[config.mk]
export PLATFORM = sky130hd
export DESIGN_NAME = serial_negate_param_flat
export DESIGN_NICKNAME = d
export VERILOG_FILES = /design/src/rtl/serial_negate_param_if.sv /design/src/rtl/serial_negate_param.sv /design/src/flat_wrapper.sv
export SDC_FILE = /design/constraint.sdc
export NUM_CORES = 1
export LEC_CHECK = 0
export ABC_CLOCK_PERIOD_IN_PS = 4520
export CAP_MARGIN = 20
export CORE_AREA = 8 8 45 47
export CTS_CLUSTER_SIZE = 24
export DETAILED_ROUTE_END_ITERATION = 10
export DIE_AREA = 0 0 53 55
export PLACE_DENSITY_LB_ADDON = 0.25
export REMOVE_ABC_BUFFERS = 1
export SLEW_MARGIN = 20
export SYNTH_ARGS = -nofsm -noshare
export SYNTH_HDL_FRONTEND = slang
export SYNTH_SLANG_ARGS = --single-unit
[constraint.sdc]
create_clock -name clk -period 4.52 [get_ports clk]
set_input_delay 1.356 -clock clk [delete_from_list [all_inputs] [get_ports clk]]
set_output_delay 1.356 -clock clk [all_outputs]
set_load 0.01 [all_outputs]
[src/rtl/serial_negate_param_if.sv]
// Bit-serial word stream: LSB-first data in with word sync and operation
// select, one registered result bit out with word-end and overflow flags.
interface serial_negate_param_if;
  logic       xin;
  logic       xin_valid;
  logic       sync;
  logic [1:0] mode;
  logic       yout;
  logic       yout_valid;
  logic       yout_last;
  logic       ovf;

  modport master (
    output xin, xin_valid, sync, mode,
    input  yout, yout_valid, yout_last, ovf
  );

  modport slave (
    input  xin, xin_valid, sync, mode,
    output yout, yout_valid, yout_last, ovf
  );
endinterface

[src/rtl/serial_negate_param.sv]
// Bit-serial pass / ones' complement / two's complement of WIDTH-bit words,
// LSB first, one result bit per input bit with a single cycle of latency.
// Two's complement uses the classic rule: copy bits up to and including the
// first 1, invert every bit after it.
module serial_negate_param #(
  parameter int WIDTH = 8
) (
  input logic                clk,
  input logic                reset,
  serial_negate_param_if.slave bus
);

  localparam int IDX_W = $clog2(WIDTH);
  localparam logic [IDX_W-1:0] LAST_IDX = IDX_W'(WIDTH - 1);

  typedef enum logic {
    SEEK,
    INVERT
  } state_t;

  state_t           state;
  logic [IDX_W-1:0] idx;
  logic [1:0]       mode_q;

  logic [IDX_W-1:0] cur_idx;
  logic             word_start;
  logic [1:0]       cur_mode;
  state_t           cur_state;
  state_t           next_state;
  logic             res_bit;
  logic             is_last;
  logic             is_ovf;

  // Resolve this bit's position, mode and state; a qualified sync restarts the word here.
  always_comb begin
    cur_idx    = bus.sync ? '0 : idx;
    word_start = (cur_idx == '0);
    cur_mode   = word_start ? bus.mode : mode_q;
    cur_state  = word_start ? SEEK : state;
    is_last    = (cur_idx == LAST_IDX);
    next_state = cur_state;
    res_bit    = bus.xin;
    case (cur_mode)
      2'b00: res_bit = bus.xin;
      2'b01: res_bit = ~bus.xin;
      default: begin
        res_bit = (cur_state == INVERT) ? ~bus.xin : bus.xin;
        if (bus.xin) next_state = INVERT;
      end
    endcase
    is_ovf = is_last && cur_mode[1] && (cur_state == SEEK) && bus.xin;
  end

  // Advance word position and state on valid bits only; outputs are registered and idle to zero.
  always_ff @(posedge clk) begin
    if (reset) begin
      idx            <= '0;
      state          <= SEEK;
      mode_q         <= 2'b00;
      bus.yout       <= 1'b0;
      bus.yout_valid <= 1'b0;
      bus.yout_last  <= 1'b0;
      bus.ovf        <= 1'b0;
    end else if (bus.xin_valid) begin
      idx            <= is_last ? '0 : cur_idx + IDX_W'(1);
      state          <= is_last ? SEEK : next_state;
      mode_q         <= cur_mode;
      bus.yout       <= res_bit;
      bus.yout_valid <= 1'b1;
      bus.yout_last  <= is_last;
      bus.ovf        <= is_ovf;
    end else begin
      bus.yout       <= 1'b0;
      bus.yout_valid <= 1'b0;
      bus.yout_last  <= 1'b0;
      bus.ovf        <= 1'b0;
    end
  end

endmodule

[src/flat_wrapper.sv]
// flat-port wrapper written by rule: the top's interface ports become plain ports
module serial_negate_param_flat 
#(
  parameter int WIDTH = 8
)
  (clk, reset, bus_xin, bus_xin_valid, bus_sync, bus_mode, bus_yout, bus_yout_valid, bus_yout_last, bus_ovf);
  serial_negate_param_if bus_i ();
  input logic clk;
  input logic reset;
  input wire logic [$bits(bus_i.xin)-1:0] bus_xin;
  input wire logic [$bits(bus_i.xin_valid)-1:0] bus_xin_valid;
  input wire logic [$bits(bus_i.sync)-1:0] bus_sync;
  input wire logic [$bits(bus_i.mode)-1:0] bus_mode;
  output wire logic [$bits(bus_i.yout)-1:0] bus_yout;
  output wire logic [$bits(bus_i.yout_valid)-1:0] bus_yout_valid;
  output wire logic [$bits(bus_i.yout_last)-1:0] bus_yout_last;
  output wire logic [$bits(bus_i.ovf)-1:0] bus_ovf;
  assign bus_i.xin = bus_xin;
  assign bus_i.xin_valid = bus_xin_valid;
  assign bus_i.sync = bus_sync;
  assign bus_i.mode = bus_mode;
  assign bus_yout = bus_i.yout;
  assign bus_yout_valid = bus_i.yout_valid;
  assign bus_yout_last = bus_i.yout_last;
  assign bus_ovf = bus_i.ovf;
  serial_negate_param #(.WIDTH(WIDTH)) u_core (.clk(clk), .reset(reset), .bus(bus_i));
endmodule
==> out/qor.txt <==
SETUP PATH
----------------------------------------------------------------------------------------------------
Highest fanout seen on the critical path ..............................................           10
Cells along the critical path ......................................................... clkdlybuf4s50_1, or3b_1, ha_1, o221a_1, a2111oi_2
Type of the worst setup path ..........................................................    in -> reg
Worst Path Required ...................................................................      4680 ps
Slowest stage cell on the critical path ............................................... clkdlybuf4s50_1
CP arrival ............................................................................      3090 ps
Category of the worst setup path capture point ........................................         flop
Setup crit start kind .................................................................    input pin
Slowest stage delay, CP ...............................................................       530 ps

SYNTH
----------------------------------------------------------------------------------------------------
Number of library cell types mapped by synthesis ......................................           26
Simple-gate area share of the yosys netlist ...........................................        27.0%
Async set-reset flop share out of synthesis ...........................................           0%
Multiplexer share of the synthesized area .............................................        4.19%
Adder-cell share of the synthesized area ..............................................        5.24%
Xor-xnor portion of the synthesized cell area .........................................        3.66%
Ranking of synthesized cells by instance count ........................................ 10 x dfxtp_1, 8 x nor2_1, 3 x o21ai_0
Number of flops mapped to enable cells by yosys .......................................            0
Number of synthesized register bits ...................................................           10
Netlist Area Pre-Place ................................................................      478 µm²
Most numerous cell in the Yosys netlist ...............................................      dfxtp_1
Sequential share of the synthesized area ..............................................        41.9%
Main synth FF type ....................................................................      dfxtp_1
Synth area leader .....................................................................      dfxtp_1
Synthesized-area fraction occupied by ao, oa, aoi and oai cells .......................        15.7%
Synth top area share ..................................................................        41.9%
Average size of a mapped cell .........................................................     9.37 µm²
Top cells by area, synth .............................................................. dfxtp_1 42%, nor2_1 6.3%, ha_1 5.2%
Yosys synthesis warning count .........................................................            0
Post-Synthesis Cells ..................................................................           51
Main combinational cell family by area after synthesis ................................ simple AND/OR/NAND/NOR gates

PLACED DESIGN
----------------------------------------------------------------------------------------------------
Buffers on Ports ......................................................................           10
Dpl hpwl ..............................................................................       724 µm
Placed instance area ..................................................................      591 µm²
Final weighted congestion in routability-driven placement .............................        0.732
Inst Count DP .........................................................................           75

HOLD PATH
----------------------------------------------------------------------------------------------------
Worst hold path class .................................................................   reg -> reg

POWER
----------------------------------------------------------------------------------------------------
Pwr per Cell Area .....................................................................   324 nW/µm²
Power Internal ........................................................................       157 µW
Peak VDD IR ...........................................................................   0.000207 V
Leak pwr ..............................................................................  0.000245 µW
Total net switching power .............................................................      46.1 µW
Combinational power share .............................................................        14.0%
Net switching fraction of the power ...................................................        22.7%
Fraction of power consumed by the clock network .......................................        39.1%
Sequential power share ................................................................        46.9%

CLOCKING
----------------------------------------------------------------------------------------------------
Clock-pin slew reported for the worst setup and hold paths after clock tree synthesis .        60 ps
Max Root-Sink Buffers .................................................................            2
Total clock sinks .....................................................................           10
Post-CTS setup buffer count ...........................................................            0
Number of gates resized after cts .....................................................            0
Clk Latency, worst-skew pair ..........................................................       260 ps
Number of buffers inserted for hold repair after clock tree synthesis .................            0
Number of buffers added by the clock tree synthesis step ..............................            3
TritonCTS clock tree ..................................................................          yes
H-Tree Level Count ....................................................................            1
Root buffer selected by CTS ...........................................................     clkbuf_4

TIMING
----------------------------------------------------------------------------------------------------
Unrepaired setup endpoints after global routing .......................................        false
Final slew viol count .................................................................            0
Actual transition at the worst max-transition pin .....................................       436 ps
Setup violation total in the final timing report ......................................            0
Peak Freq .............................................................................      341 MHz
Normalized max-slew margin ............................................................        70.7%
Largest clock skew in the final design ................................................      3.34 ps
Final Hold Fails ......................................................................            0
Summed negative setup slack over all endpoints ........................................         0 ps
Ratio of final minimum period to clock period .........................................        64.8%
Post-layout minimum cycle time ........................................................      2930 ps

FINAL LAYOUT
----------------------------------------------------------------------------------------------------
Summed area of non-filler cells in the final layout ...................................      627 µm²
Synth-to-Final Area Change ............................................................        31.2%
Area used by sequential logic in the layout ...........................................      200 µm²
Area occupied by multi-input gates ....................................................      267 µm²
Fraction of layout instances using a drive strength above 1 ...........................        12.7%
Count of filler cells inserted in the layout ..........................................          151
Ant diodes ............................................................................            0
Nets@finish ...........................................................................           73
Cell Count, Final, Fillers Out ........................................................           79

DRT
----------------------------------------------------------------------------------------------------
Detail-routed net length per standard cell ............................................      11.7 µm
Detailed Routing Iterations Pass 1 ....................................................            4
Via count .............................................................................          402
Number of DRC violations after detailed routing .......................................            0
DRT antenna net count .................................................................            0
Final Routed Wirelength ...............................................................       928 µm
Number of DRC violations after detailed-routing iteration 0 ...........................            7
Average vias per placed instance ......................................................         5.09

DIE
----------------------------------------------------------------------------------------------------
Die area ..............................................................................     2920 µm²
Die Ht ................................................................................        55 µm
Number of placement rows ..............................................................           14
Initial core utilization ..............................................................        34.5%
Horizontal extent of the die ..........................................................        53 µm
I/O pins ..............................................................................           11
Area of the placeable core ............................................................     1380 µm²

GLOBAL ROUTING
----------------------------------------------------------------------------------------------------
Total grt overflow ....................................................................            0
Global-route wire length before repair ................................................      1610 µm
Via count of the first global-routing pass ............................................          415
Number of antenna violations at the first check in global routing .....................            0
Total GRT Usage .......................................................................        7.55%
Largest net degree at the start of global routing .....................................           12

OUTCOME
----------------------------------------------------------------------------------------------------
Status ................................................................................ complete, no violations

RUN
----------------------------------------------------------------------------------------------------
Maximum capacitance violations ........................................................            0

area by class of cell:
type                            instances  share of cell area, %
Multi-Input combinational cell         38                   42.5
Inverter                                1                  0.599
Clock buffer                            4                   5.79
Tap cell                               16                   3.19
Timing Repair Buffer                   10                   16.0
Sequential cell                        10                   31.9
logic make-up (layout without fill, tap and decap cells):
family / Yosys count / in the layout
compound gates: 9 / 9
xor+xnor: 2 / 2
fa+ha+maj: 2 / 2
buf+inv: 3 / 15
flops: 10 / 10
mux: 2 / 2
simple gates: 23 / 23
critical path, delay by kind of cell:
kind | cells | cell delay [ps]
adder cells (fa/ha/maj) | 1 | 200
buffers and inverters | 1 | 530
AND/OR/NAND/NOR | 1 | 470
AO/OA/AOI/OAI | 2 | 530
routing by layer:
metal	wire (µm)	GRT usage (%)
met4	10	6.47
met1	421	8.09
met5	0	0
met3	74	2.67
met2	421	11.7
power groups by stage:
| stage | Sequential (µW) | Clock [µW] | Combinational (µW) |
|---|---|---|---|
| finish | 95.2 | 79.3 | 28.3 |
| global route | 95.8 | 86.8 | 32.1 |
| CTS | 95.2 | 82.9 | 28.8 |
| detailed placement | 97.2 | 0 | 28.8 |
| global placement | 97.1 | 0 | 28.8 |
| floorplan | 96.9 | 0 | 15.1 |
through the flow:
step	hold WS (ps)	util, %	total power, µW	worst slack, ps
final	529	45.3	203	1590
after global routing	568	45.3	215	1480
after CTS	528	45.3	207	1600
after detailed placement	519	42.7	126	1310
after global placement	504	42.7	126	1320
after floorplan	483	-	112	1970
flip-flops by register name, summed over array words and instances (netlist names):
signal and flops:
u_core.idx 3, u_core.mode_q 2, u_core.bus.ovf 1, u_core.bus.yout 1
u_core.bus.yout_last 1, u_core.bus.yout_valid 1, u_core.state 1
layout by cell type (no fill, tap or decap), types with 2 or more instances in the layout:
| cell type | count |
|---|---|
| dfxtp_1 | 10 |
| nor2_1 | 8 |
| mux2i_1 | 2 |
| ha_1 | 2 |
| o21ai_0 | 3 |
| clkdlybuf4s50_1 | 10 |
| clkbuf_4 | 3 |
| nor3_1 | 2 |
| nand2_1 | 2 |
| xnor2_1 | 2 |
| nor2b_1 | 2 |
final timing paths:
kind,startpoint,endpoint,slack [ps],cells past startpoint
worst min-delay path,u_core.mode_q[1],u_core.mode_q[1],530,2
worst max-delay path,bus_sync,u_core.state,1590,5
worst min register to register,u_core.mode_q[1],u_core.mode_q[1],530,2
worst max register to register,u_core.idx[0],u_core.state,2780,5
(Power assumes the default switching activity.)
==> patch 1: new RTL, config.mk and constraints unchanged <==
`WIDTH` is set to 8 in 2 places; all go to 16.
--- a/src/rtl/serial_negate_param.sv
+++ b/src/rtl/serial_negate_param.sv
@@ -3,7 +3,7 @@
 // Two's complement uses the classic rule: copy bits up to and including the
 // first 1, invert every bit after it.
 module serial_negate_param #(
-  parameter int WIDTH = 8
+  parameter int WIDTH = 16
 ) (
   input logic                clk,
   input logic                reset,
--- a/src/flat_wrapper.sv
+++ b/src/flat_wrapper.sv
@@ -1,7 +1,7 @@
 // flat-port wrapper written by rule: the top's interface ports become plain ports
 module serial_negate_param_flat 
 #(
-  parameter int WIDTH = 8
+  parameter int WIDTH = 16
 )
   (clk, reset, bus_xin, bus_xin_valid, bus_sync, bus_mode, bus_yout, bus_yout_valid, bus_yout_last, bus_ovf);
   serial_negate_param_if bus_i ();
Formal check against the unedited RTL: not equivalent (Yosys sat finds a counterexample within 10 cycles, from zero or initial values and one cycle with reset high).
==> patch 1 against the unedited design <==
- synthesized area is 21% higher
- total power down 2.0%
- cell area increased by 14%
- synthesized cell count grew 27%
- routed wire length is 18% higher
- sequential cell count grew 1
- setup slack got worse by 0.078 ns
- die area did not move
- critical endpoint unchanged
- largest power group unchanged
==> patch 1: results <==
group,metric,value,unit
finish,num-fill-cells,151,
logic_synthesis,muxShareOfSynthArea,0.08677,
power,internal_power,150.5,uW
logic_synthesis,synthArstFlopShare,0,
clock_tree,clk_latency,0.26,ns
worst_setup_path,cp_top_family,"simple AND/OR/NAND/NOR gates",
place,dpl.hpwl,889,um
place,placed_cells,89,
logic_synthesis,yosys-top-cells-area,"dfxtp_1, mux2i_1, nor2_1, ha_1, xor2_1",
clock_tree,htreeDepth,1,
power,p_leak,0.3042,nW
logic_synthesis,synth_adder_area_share,0.06508,
min_path,worstHoldStart,"u_core.idx[0]",
worst_setup_path,r2r-start,"u_core.idx[1]",
power,power_frac_comb,0.151,
finish,fin_nets,88,
power,irDropWorstVdd,0.00009794,V
finish,drive_above_1_share,0.07792,
detailed_routing,route.vias.total,495,
detailed_routing,wl,1.097,mm
grt,grt_pass1_wl,2.001,mm
worst_setup_path,critPathMaxFanout,9,
finish,antenna_cells,0,
place,gp_congestion,0.7497,
run_status,status,"complete, no violations",
grt,grt_start_max_net_pins,11,
finish,register_area,220.2,sq um
worst_setup_path,slowest_stage,"clkdlybuf4s50_1",
place,io_buffers,10,
grt,grt_usage,0.08936,
logic_synthesis,ys_warn_count,0,
min_path,holdCritPathClass,"reg2reg",
logic_synthesis,synth_compound_area_frac,0.1562,
detailed_routing,post_drt_wl_per_cell,11.80,um
logic_synthesis,synthXorXnorAreaFrac,0.03037,
detailed_routing,firstDrtPassIters,2,
place,place_area,685.7,sq um
timing,worst_pin_slew,0.3500,ns
logic_synthesis,synth.top_cells.by_count,"dfxtp_1, nor2_1, mux2i_1",
logic_synthesis,syn_inst,65,
place,dp_slack,1.233,ns
clock_tree,root_buffer,"clkbuf_4",
worst_setup_path,worstSetupStartpoint,"bus_sync",
clock_tree,path_clk_slew,0.08,ns
finish,largestRegisters,"u_core.idx: 4 flops, u_core.mode_q: 2 flops",
worst_setup_path,reg2reg_depth,8,
power,pwr.group.sequential,103,uW
logic_synthesis,yosysSeqAreaShare,0.3818,
power,power,198.7,uW
min_path,hold_depth,2,
clock_tree,cts.repair.resized,0,
clock_tree,post_cts_buffers,0,
logic_synthesis,ys_types,30,
grt,grt_pass1_vias,490,
detailed_routing,drtIter0Drc,9,
timing,fin_worst_skew,0.01080,ns
-- patch 1: layer usage --
layer	track usage	wire length [um]	vias up
met5	0	0	-
met4	0.03879	9	0
met3	0.02674	73	2
met2	0.1504	510	9
met1	0.1028	503	231
li1	-	-	253
-- patch 1: worst paths after layout --
path,slack [ns],end
max,1.51,u_core.state
min,0.52,u_core.idx[0]
max reg2reg,2.80,u_core.state
min reg2reg,0.52,u_core.idx[0]
-- patch 1: area by class of cell --
| type | instances | area share |
|---|---|---|
| clock buffers | 4 | 0.03691 |
| inverters | 4 | 0.02109 |
| multi-input cells | 48 | 0.4640 |
| flip-flops and latches | 11 | 0.3093 |
| well taps | 16 | 0.02812 |
| repair buffers | 10 | 0.1406 |
-- patch 1: worst register-to-register path: cells and delay by family, from the launching register on --
family                     cells  cell delay [ns]
AOI/OAI and AO/OA              2             0.25
DFF                            1             0.35
and+or+nand+nor                3             0.63
adders and majority gates      2             0.37
buffers and inverters          1             0.05
==> patch 2: new RTL, same settings <==
Made on the original files. Make the reset (`reset`) asynchronous in one clocked block.
--- a/src/rtl/serial_negate_param.sv
+++ b/src/rtl/serial_negate_param.sv
@@ -52,7 +52,7 @@
   end
 
   // Advance word position and state on valid bits only; outputs are registered and idle to zero.
-  always_ff @(posedge clk) begin
+  always_ff @(posedge clk or posedge reset) begin
     if (reset) begin
       idx            <= '0;
       state          <= SEEK;
Behaviour: differs if reset is asserted again (counterexample within 4 cycles, from zero or initial values and one cycle with reset high); with reset held inactive, the same outputs for 10 cycles.
==> patch 2 against the unedited design <==
- register-to-register slack better by 0.17 ns
- synthesized area rose by 2.9%
- global-route usage shrank 0.19 points
- clock skew grew 0.0019 ns
- total power increased by 8.4%
- cell area increased by 0.40%
- clock power decreased by 22%
- routed wire length is 5.8% lower
- die area unchanged
- core utilization increased by 0.18 points
- sequential cell count unchanged
- setup slack gained 0.15 ns
- largest power group unchanged
==> patch 2: results <==
group,metric,value,unit
power,p_leak,0.2836,nW
logic_synthesis,synthXorXnorAreaFrac,0.03562,
logic_synthesis,synth_adder_area_share,0.07634,
detailed_routing,route.vias.total,359,
worst_setup_path,reg2reg_slack,2.95,ns
timing,slew_headroom,0.7512,
grt,grt_use_met3,0.01872,
logic_synthesis,synthArstFlopShare,1.000,
finish,clkCellAreaFrac,0.03579,
finish,nNonClkInverters,2,
worst_setup_path,worstPathArrival,2.96,ns
grt,grt_pass1_vias,352,
logic_synthesis,yosysTopAreaCellShare,0.5089,
finish,nClkBuffers,3,
detailed_routing,firstDrtPassIters,1,
finish,comb.multi_input.count,33,
logic_synthesis,ys_types,18,
logic_synthesis,synth_compound_area_frac,0.08906,
grt,gr-usage-met2,0.1152,
worst_setup_path,reg2reg_depth,6,
grt,grt_start_max_net_pins,13,
finish,drive_above_1_share,0.1379,
finish,multi_input_area_share,0.3638,
power,p_clk,61.8,uW
grt,grt_pass1_wl,1.518,mm
run_status,status,"complete, no violations",
timing,min_period_over_period,0.6150,
grt,grt.met1_usage,0.07264,
finish,register_area,250.2,sq um
logic_synthesis,muxShareOfSynthArea,0.08906,
logic_synthesis,ys.flop_type,"dfrtp_1",
power,internal_power,159.3,uW
logic_synthesis,yosysSeqAreaShare,0.5089,
place,gp_congestion,0.7196,
worst_setup_path,slowest_delay,0.59,ns
detailed_routing,drtIter0Drc,0,
worst_setup_path,r2r-start,"u_core.idx[0]",
detailed_routing,post_drt_wl_per_cell,11.81,um
place,dpl.hpwl,683.2,um
worst_setup_path,r2r_end,"u_core.state",
-- patch 2: cell count changes after synthesis, moves of 3 or more --
| cell | before | now |
|---|---|---|
| a21oi_1 | 0 | 3 |
| mux2_2 | 0 | 3 |
| dfrtp_1 | 0 | 10 |
| dfxtp_1 | 10 | 0 |
| nor2_1 | 8 | 4 |
-- patch 2: stage by stage --
stage / utilization / area [sq um] / power, mW / hold slack [ns] / cells
global placement: 0.4385 / 606.8 / 0.1593 / 0.4919 / 71
detailed placement: 0.4385 / 606.8 / 0.1607 / 0.4992 / 71
global route: 0.4548 / 629.4 / 0.2377 / 0.5501 / 74
CTS: 0.4548 / 629.4 / 0.2224 / 0.5132 / 74
finish: 0.4548 / 629.4 / 0.2198 / 0.5019 / 74
floorplan: - / 486.7 / 0.1420 / 0.4478 / 45
-- patch 2: layer usage --
metal / wire, um / vias up
li1: - / 184
met1: 345 / 161
met2: 419 / 9
met3: 57 / 5
met4: 51 / 0
met5: 0 / -
-- patch 2: kinds of logic after synthesis --
group                      after synthesis
AOI/OAI and AO/OA                        8
xor gates and xnor gates                 2
adders and majority gates                3
buffers and inverters                    3
DFF                                     10
muxes                                    4
and+or+nand+nor                         16
-- patch 2: worst min-delay path by stage --
stage / to / slack [ns] / start / cells past startpoint
final: u_core.state / 0.50 / u_core.state / 2
after global routing: u_core.mode_q[0] / 0.55 / u_core.mode_q[0] / 1
after CTS: u_core.state / 0.51 / u_core.state / 2
after detailed placement: u_core.state / 0.50 / u_core.state / 2
after global placement: u_core.state / 0.49 / u_core.state / 2
after floorplan: u_core.state / 0.45 / u_core.state / 2
-- patch 2: tightest hold or removal path, cell delays in order, from the launching register on --
cell and delay [ns]:
dfrtp_1 0.35, nand2_1 0.05, o21ai_0 0.07
